==> config.mk <==
export PLATFORM = sky130hd
export DESIGN_NAME = sprite_pixel_fetch
export DESIGN_NICKNAME = d
export VERILOG_FILES = /design/src/rtl/sprite_pixel_fetch_pkg.sv /design/src/rtl/sprite_addr_map.sv /design/src/rtl/sprite_pixel_fetch.sv
export SDC_FILE = /design/constraint.sdc
export NUM_CORES = 1
export LEC_CHECK = 0
export BUFFER_PORTS_ARGS = -buffer_cell sky130_fd_sc_hd__buf_2
export CAP_MARGIN = 20
export CELL_PAD_IN_SITES_DETAIL_PLACEMENT = 1
export CELL_PAD_IN_SITES_GLOBAL_PLACEMENT = 1
export CORE_MARGIN = 2
export CORE_UTILIZATION = 40
export CTS_CLUSTER_SIZE = 25
export DETAILED_ROUTE_END_ITERATION = 10
export PLACE_DENSITY_LB_ADDON = 0.08
export SETUP_SLACK_MARGIN = 0.3
export SYNTH_ARGS = -nofsm -noshare
export SYNTH_HDL_FRONTEND = slang
export SYNTH_SLANG_ARGS = --single-unit
==> constraint.sdc <==
create_clock -name i_clk -period 7.7 [get_ports i_clk]
set_clock_uncertainty 0.2 [all_clocks]
set_input_delay 0.385 -clock i_clk [delete_from_list [all_inputs] [get_ports i_clk]]
set_output_delay 0.385 -clock i_clk [all_outputs]
set_load 0.05 [all_outputs]
==> src/rtl/sprite_pixel_fetch_pkg.sv <==
// Shared constants and types for the sprite pixel fetch pipeline.
// Holds sprite geometry, colour width, the default see-through key and orientation codes.
package sprite_pixel_fetch_pkg;

  localparam int SPRITE_DIM = 16;
  localparam int ADDR_W     = 8;
  localparam int RGB_W      = 24;
  localparam logic [RGB_W-1:0] TRANSPARENT_KEY_DEF = 24'h181b1d;

  typedef enum logic [1:0] {
    DIR_UL = 2'b00,
    DIR_UR = 2'b01,
    DIR_LL = 2'b10,
    DIR_LR = 2'b11
  } dir_e;

  function automatic logic [3:0] mirror4(input logic [3:0] coord, input logic flip);
    return flip ? (4'd15 - coord) : coord;
  endfunction

endpackage

==> src/rtl/sprite_addr_map.sv <==
// Combinational raster-to-sprite mapping: hit test, local u/v and mirroring into a ROM address.
module sprite_addr_map
  import sprite_pixel_fetch_pkg::*;
#(
  parameter int COORD_W = 10
) (
  input  logic [COORD_W-1:0] pix_x,
  input  logic [COORD_W-1:0] pix_y,
  input  logic [COORD_W-1:0] org_x,
  input  logic [COORD_W-1:0] org_y,
  input  logic [1:0]         dir,
  output logic               hit,
  output logic [ADDR_W-1:0]  addr
);

  logic [COORD_W:0] dx_s;
  logic [COORD_W:0] dy_s;
  logic             flip_u_s;
  logic             flip_v_s;

  // Extra MSB keeps a raster position left of or above the origin from aliasing into 0..15
  always_comb begin
    dx_s = {1'b0, pix_x} - {1'b0, org_x};
    dy_s = {1'b0, pix_y} - {1'b0, org_y};
    hit  = (dx_s[COORD_W:4] == {(COORD_W-3){1'b0}}) &&
           (dy_s[COORD_W:4] == {(COORD_W-3){1'b0}});
  end

  // Orientation decode into per-axis flips
  always_comb begin
    flip_u_s = 1'b0;
    flip_v_s = 1'b0;
    case (dir_e'(dir))
      DIR_UL: begin flip_u_s = 1'b0; flip_v_s = 1'b0; end
      DIR_UR: begin flip_u_s = 1'b1; flip_v_s = 1'b0; end
      DIR_LL: begin flip_u_s = 1'b0; flip_v_s = 1'b1; end
      DIR_LR: begin flip_u_s = 1'b1; flip_v_s = 1'b1; end
      default: begin flip_u_s = 1'b0; flip_v_s = 1'b0; end
    endcase
  end

  // Row-major address {v', u'}
  always_comb begin
    addr = {mirror4(dy_s[3:0], flip_v_s), mirror4(dx_s[3:0], flip_u_s)};
  end

endmodule

==> src/rtl/sprite_pixel_fetch.sv <==
// Two-stage sprite pixel pipeline: address generation, then ROM colour capture,
// with a per-frame saturating count of opaque sprite pixels.
module sprite_pixel_fetch
  import sprite_pixel_fetch_pkg::*;
#(
  parameter logic [RGB_W-1:0] TRANSPARENT_KEY = 24'h181b1d,
  parameter int               COORD_W         = 10
) (
  input  logic               i_clk,
  input  logic               i_rst_n,
  input  logic               i_frame_start,
  input  logic               i_pix_valid,
  input  logic [COORD_W-1:0] i_pix_x,
  input  logic [COORD_W-1:0] i_pix_y,
  input  logic [COORD_W-1:0] i_org_x,
  input  logic [COORD_W-1:0] i_org_y,
  input  logic [1:0]         i_dir,
  output logic [ADDR_W-1:0]  o_rom_addr,
  input  logic [RGB_W-1:0]   i_rom_data,
  output logic               o_pix_valid,
  output logic               o_pix_hit,
  output logic               o_pix_opaque,
  output logic [RGB_W-1:0]   o_pix_rgb,
  output logic [8:0]         o_hit_count
);

  logic [COORD_W-1:0] org_x_r;
  logic [COORD_W-1:0] org_y_r;
  logic [1:0]         dir_r;
  logic [COORD_W-1:0] org_x_s;
  logic [COORD_W-1:0] org_y_s;
  logic [1:0]         dir_s;
  logic               map_hit_s;
  logic [ADDR_W-1:0]  map_addr_s;
  logic               s1_valid_r;
  logic               s1_hit_r;

  // A pixel on the frame-start cycle already sees the new origin and orientation
  always_comb begin
    if (i_frame_start) begin
      org_x_s = i_org_x;
      org_y_s = i_org_y;
      dir_s   = i_dir;
    end else begin
      org_x_s = org_x_r;
      org_y_s = org_y_r;
      dir_s   = dir_r;
    end
  end

  sprite_addr_map #(.COORD_W(COORD_W)) u_addr_map (
    .pix_x (i_pix_x),
    .pix_y (i_pix_y),
    .org_x (org_x_s),
    .org_y (org_y_s),
    .dir   (dir_s),
    .hit   (map_hit_s),
    .addr  (map_addr_s)
  );

  // Shadow origin/orientation, frozen for the rest of the frame
  always_ff @(posedge i_clk) begin
    if (!i_rst_n) begin
      org_x_r <= {COORD_W{1'b0}};
      org_y_r <= {COORD_W{1'b0}};
      dir_r   <= 2'b00;
    end else if (i_frame_start) begin
      org_x_r <= i_org_x;
      org_y_r <= i_org_y;
      dir_r   <= i_dir;
    end
  end

  // Stage 1 addresses the ROM; stage 2 captures its combinational colour
  always_ff @(posedge i_clk) begin
    if (!i_rst_n) begin
      s1_valid_r   <= 1'b0;
      s1_hit_r     <= 1'b0;
      o_rom_addr   <= {ADDR_W{1'b0}};
      o_pix_valid  <= 1'b0;
      o_pix_hit    <= 1'b0;
      o_pix_opaque <= 1'b0;
      o_pix_rgb    <= {RGB_W{1'b0}};
    end else begin
      s1_valid_r <= i_pix_valid;
      s1_hit_r   <= i_pix_valid & map_hit_s;
      if (i_pix_valid) begin
        o_rom_addr <= map_addr_s;
      end
      o_pix_valid  <= s1_valid_r;
      o_pix_hit    <= s1_hit_r;
      o_pix_opaque <= s1_hit_r && (i_rom_data != TRANSPARENT_KEY);
      o_pix_rgb    <= s1_hit_r ? i_rom_data : {RGB_W{1'b0}};
    end
  end

  // Opaque-pixel count; a frame start clears it even if an increment is due
  always_ff @(posedge i_clk) begin
    if (!i_rst_n) begin
      o_hit_count <= 9'd0;
    end else if (i_frame_start) begin
      o_hit_count <= 9'd0;
    end else if (o_pix_valid && o_pix_opaque && (o_hit_count != 9'd256)) begin
      o_hit_count <= o_hit_count + 9'd1;
    end
  end

endmodule

==> flow_summary.toml <==
[run_status]
status = "completed"

[clocking]
htreeDepth = 3
cts_tree = "yes"
numCtsBuffers = 9
clock_latency_ps = 340
cts.clk_slew.worst_paths_ps = 80
holdBufCountCts = 0
root_buffer = "clkbuf_8"
clk_path_buf_depth = 2
post_cts_buffers = 0
clkSinkCount = 68
cts_resized = 0

[worst_setup_path]
slowest_stage = "buf_2"
reg2reg_depth = 10
worstPathCellList = "buf_2, mux2_2, ha_1, fa_1, nor2b_1, o21ai_1, a21o_1, a221oi_2, a21o_1, a21oi_1, nor4_2"
max_stage_delay_ps = 520
critPathCaptureType = "register"
required_ps = 7740
worstPathArrival_ps = 3250
crit_top_cell = "a21o_1"
startpoint_type = "input pin"
regToRegStartpoint = "org_y_r[0]"
critPathMaxFanout = 23
path_class = "input pin to register"
r2r_slack_ps = 4920
r2r-end = "s1_hit_r"

[sta]
fmax_mhz = 311
setup_tns_ps = 0
timing.final.crit_share_pct = 41.7
setup_viol_count_final = 0
tightest_slew_ps = 847
hold_viol = 0
drv_slew = 0
layout_min_cycle_time_ps = 3210
slew_headroom_pct = 43.6
rsz0062_at_grt = "no"

[global_routing]
grt_first_pass_wirelength_um = 14600
grt_pass1_vias = 3116
antenna_found_initial = 0
grt_max_degree = 59
top_usage_layer = "met2"
grt_util_met1_pct = 22.9
grt_remaining_overflow = 0
grt_usage_pct = 18.8
grt_use_met2_pct = 33.3
met3_usage_pct = 4.91

[synthesis]
synth_top_family_by_area = "simple AND/OR/NAND/NOR gates"
synth_cells = 359
yosys.area_share.simple_pct = 21.2
synthMuxAreaShare_pct = 8.85
synth_area_sq_um = 3440
synth-adder-area-share_pct = 9.17
synthXorXnorAreaFrac_pct = 5.35
yosysSeqAreaShare_pct = 39.6
yosysWarnings = 0
yosys_register_bits = 68
synth_area_per_cell_sq_um = 9.57
syn_nets = 453
yosysUniqueCellTypes = 53
async_reset_ff_share_pct = 0
synth_compound_gate_area_share_pct = 12.2
synth-edff-count = 0
synth_ff_type = "dfxtp_1"

[routing]
initialDrtViolationCount = 89
vias = 2935
drtAntennaViolNets = 0
viasPerCell = 5.07
wl_per_cell_um = 14.7
wl_um = 8490
drc = 0
dr.pass1.iters = 4

[floorplanning]
die_area_sq_um = 9350
die_w_um = 96.7
core_area_sq_um = 8260
die_height_um = 96.7
start_util_pct = 41.6
pin_count = 114
num_rows = 33

[placed_design]
port_buffers = 113
place_area_sq_um = 4080
dp_hpwl_um = 6500
place_congestion = 0.822

[worst_hold_path]
min-delay-start = "i_rom_data[19]"
hold_depth = 2
hold_class = "input pin to register"
hold_end = "o_pix_rgb[19]"

[layout]
syn2layout_area_growth_pct = 24.4
seq_area_sq_um = 1360
postLayoutCellArea_sq_um = 4280
fillCellCount = 998
diodes = 0
drive_gt1_share_pct = 29.3
multi_input_area_sq_um = 1950
nNetsFinal = 563

[flow_run]
maxCapViolations = 0

[pwr]
ir_worst_vdd_mv = 0.0778
p_leak_nw = 2.12
cellPowerDensity_nw_per_um2 = 202
[synthesized netlist by cell type (2+ instances only)]
| cell | count | area share [%] |
|---|---|---|
| nand2_1 | 18 | 2.0 |
| xnor2_1 | 15 | 3.8 |
| nor2b_1 | 30 | 5.5 |
| nor4b_1 | 4 | 1.0 |
| dfxtp_1 | 68 | 40 |
| o211a_1 | 4 | 1.2 |
| mux2i_1 | 27 | 7.9 |
| buf_2 | 2 | 0.29 |
| o21a_1 | 3 | 0.66 |
| a21oi_1 | 15 | 2.2 |
| fa_1 | 2 | 1.2 |
| nand2b_1 | 2 | 0.36 |
| nor2_1 | 17 | 1.9 |
| nor3_1 | 2 | 0.29 |
| o22a_1 | 2 | 0.51 |
| nor3b_1 | 2 | 0.44 |
| and3_1 | 26 | 4.7 |
| o211ai_1 | 3 | 0.66 |
| a2111oi_0 | 2 | 0.51 |
| inv_1 | 17 | 1.9 |
| nand4_1 | 3 | 0.55 |
| ha_1 | 22 | 8.0 |
| o21ai_1 | 2 | 0.29 |
| nand3_1 | 5 | 0.73 |
| and2_1 | 6 | 1.1 |
| mux2_2 | 3 | 0.98 |
| clkbuf_1 | 11 | 1.2 |
| or3_1 | 3 | 0.55 |
| xor2_1 | 6 | 1.5 |
| a41oi_1 | 2 | 0.51 |
| o21ai_0 | 9 | 1.3 |
| a21o_1 | 5 | 1.1 |
[cell type report]
type	count	area share [%]
tap	105	3.07
timing repair buffer	113	13.2
clock inverter	6	1.49
sequential	68	31.8
multi-input combinational	260	45.7
inverter	17	1.49
clock buffer	10	3.22
[sequential cells by signal, indices dropped and copies added, names as in the netlist, named ones only]
signal / cells
s1_valid_r: 1
org_x_r: 10
org_y_r: 10
dir_r: 1
o_pix_valid: 1
o_pix_opaque: 1
s1_hit_r: 1
o_pix_rgb: 24
o_hit_count: 9
o_pix_hit: 1
o_rom_addr: 8
[cells in the final DEF, fill, tap and decap left out, drive strengths merged, types with 10 or more instances in the layout]
cell type / count
clkbuf: 10
nand2: 18
and3: 27
inv: 17
buf: 113
nor2b: 30
nor2: 17
xnor2: 15
dfxtp: 68
ha: 22
o21ai: 11
a21oi: 15
mux2i: 27
[report_power, final]
group          switching [mW]  total, mW  internal (mW)
Sequential            0.00431      0.368          0.364
Clock                   0.139      0.296          0.158
Combinational           0.113      0.198         0.0847
[routing by layer]
layer  part of all wire (%)  routed length, um
met2                     50               4220
met3                    4.4                376
met1                     45               3820
met5                      0                  0
met4                   0.80                 68
[stage by stage]
stage          util [%]  hold slack, ps  power (mW)  instances  worst slack (ps)
6_report           51.8            78.1       0.863        579              4490
5_1_grt            51.8            69.0       0.915        579              4270
4_1_cts            51.8            64.7       0.874        579              4460
3_5_place_dp       49.3             228       0.575        563              4100
3_3_place_gp       49.3             218       0.572        563              4220
2_1_floorplan         -             212       0.522        359              4580
[worst max-delay path by stage]
| stage | start | endpoint | slack, ps |
|---|---|---|---|
| after global routing | i_frame_start | s1_hit_r | 4270 |
| final | i_frame_start | s1_hit_r | 4490 |
| after global placement | i_frame_start | s1_hit_r | 4220 |
| after floorplan | i_frame_start | s1_hit_r | 4580 |
| after detailed placement | i_frame_start | s1_hit_r | 4100 |
| after CTS | i_frame_start | s1_hit_r | 4460 |
[worst max-delay path, delay by kind of cell]
family | cells | cell delay [ps]
buffers and inverters | 1 | 520
multiplexers | 1 | 420
AND/OR/NAND/NOR | 2 | 410
adder cells (fa/ha/maj) | 2 | 610
AO/OA/AOI/OAI | 5 | 900
[kinds of logic after synthesis]
group,after synthesis
compound gates,59
flops,68
mux,30
buf+inv,31
xor+xnor,21
fa+ha+maj,24
simple gates,126
No activity file was read; power rests on OpenSTA's default activity.
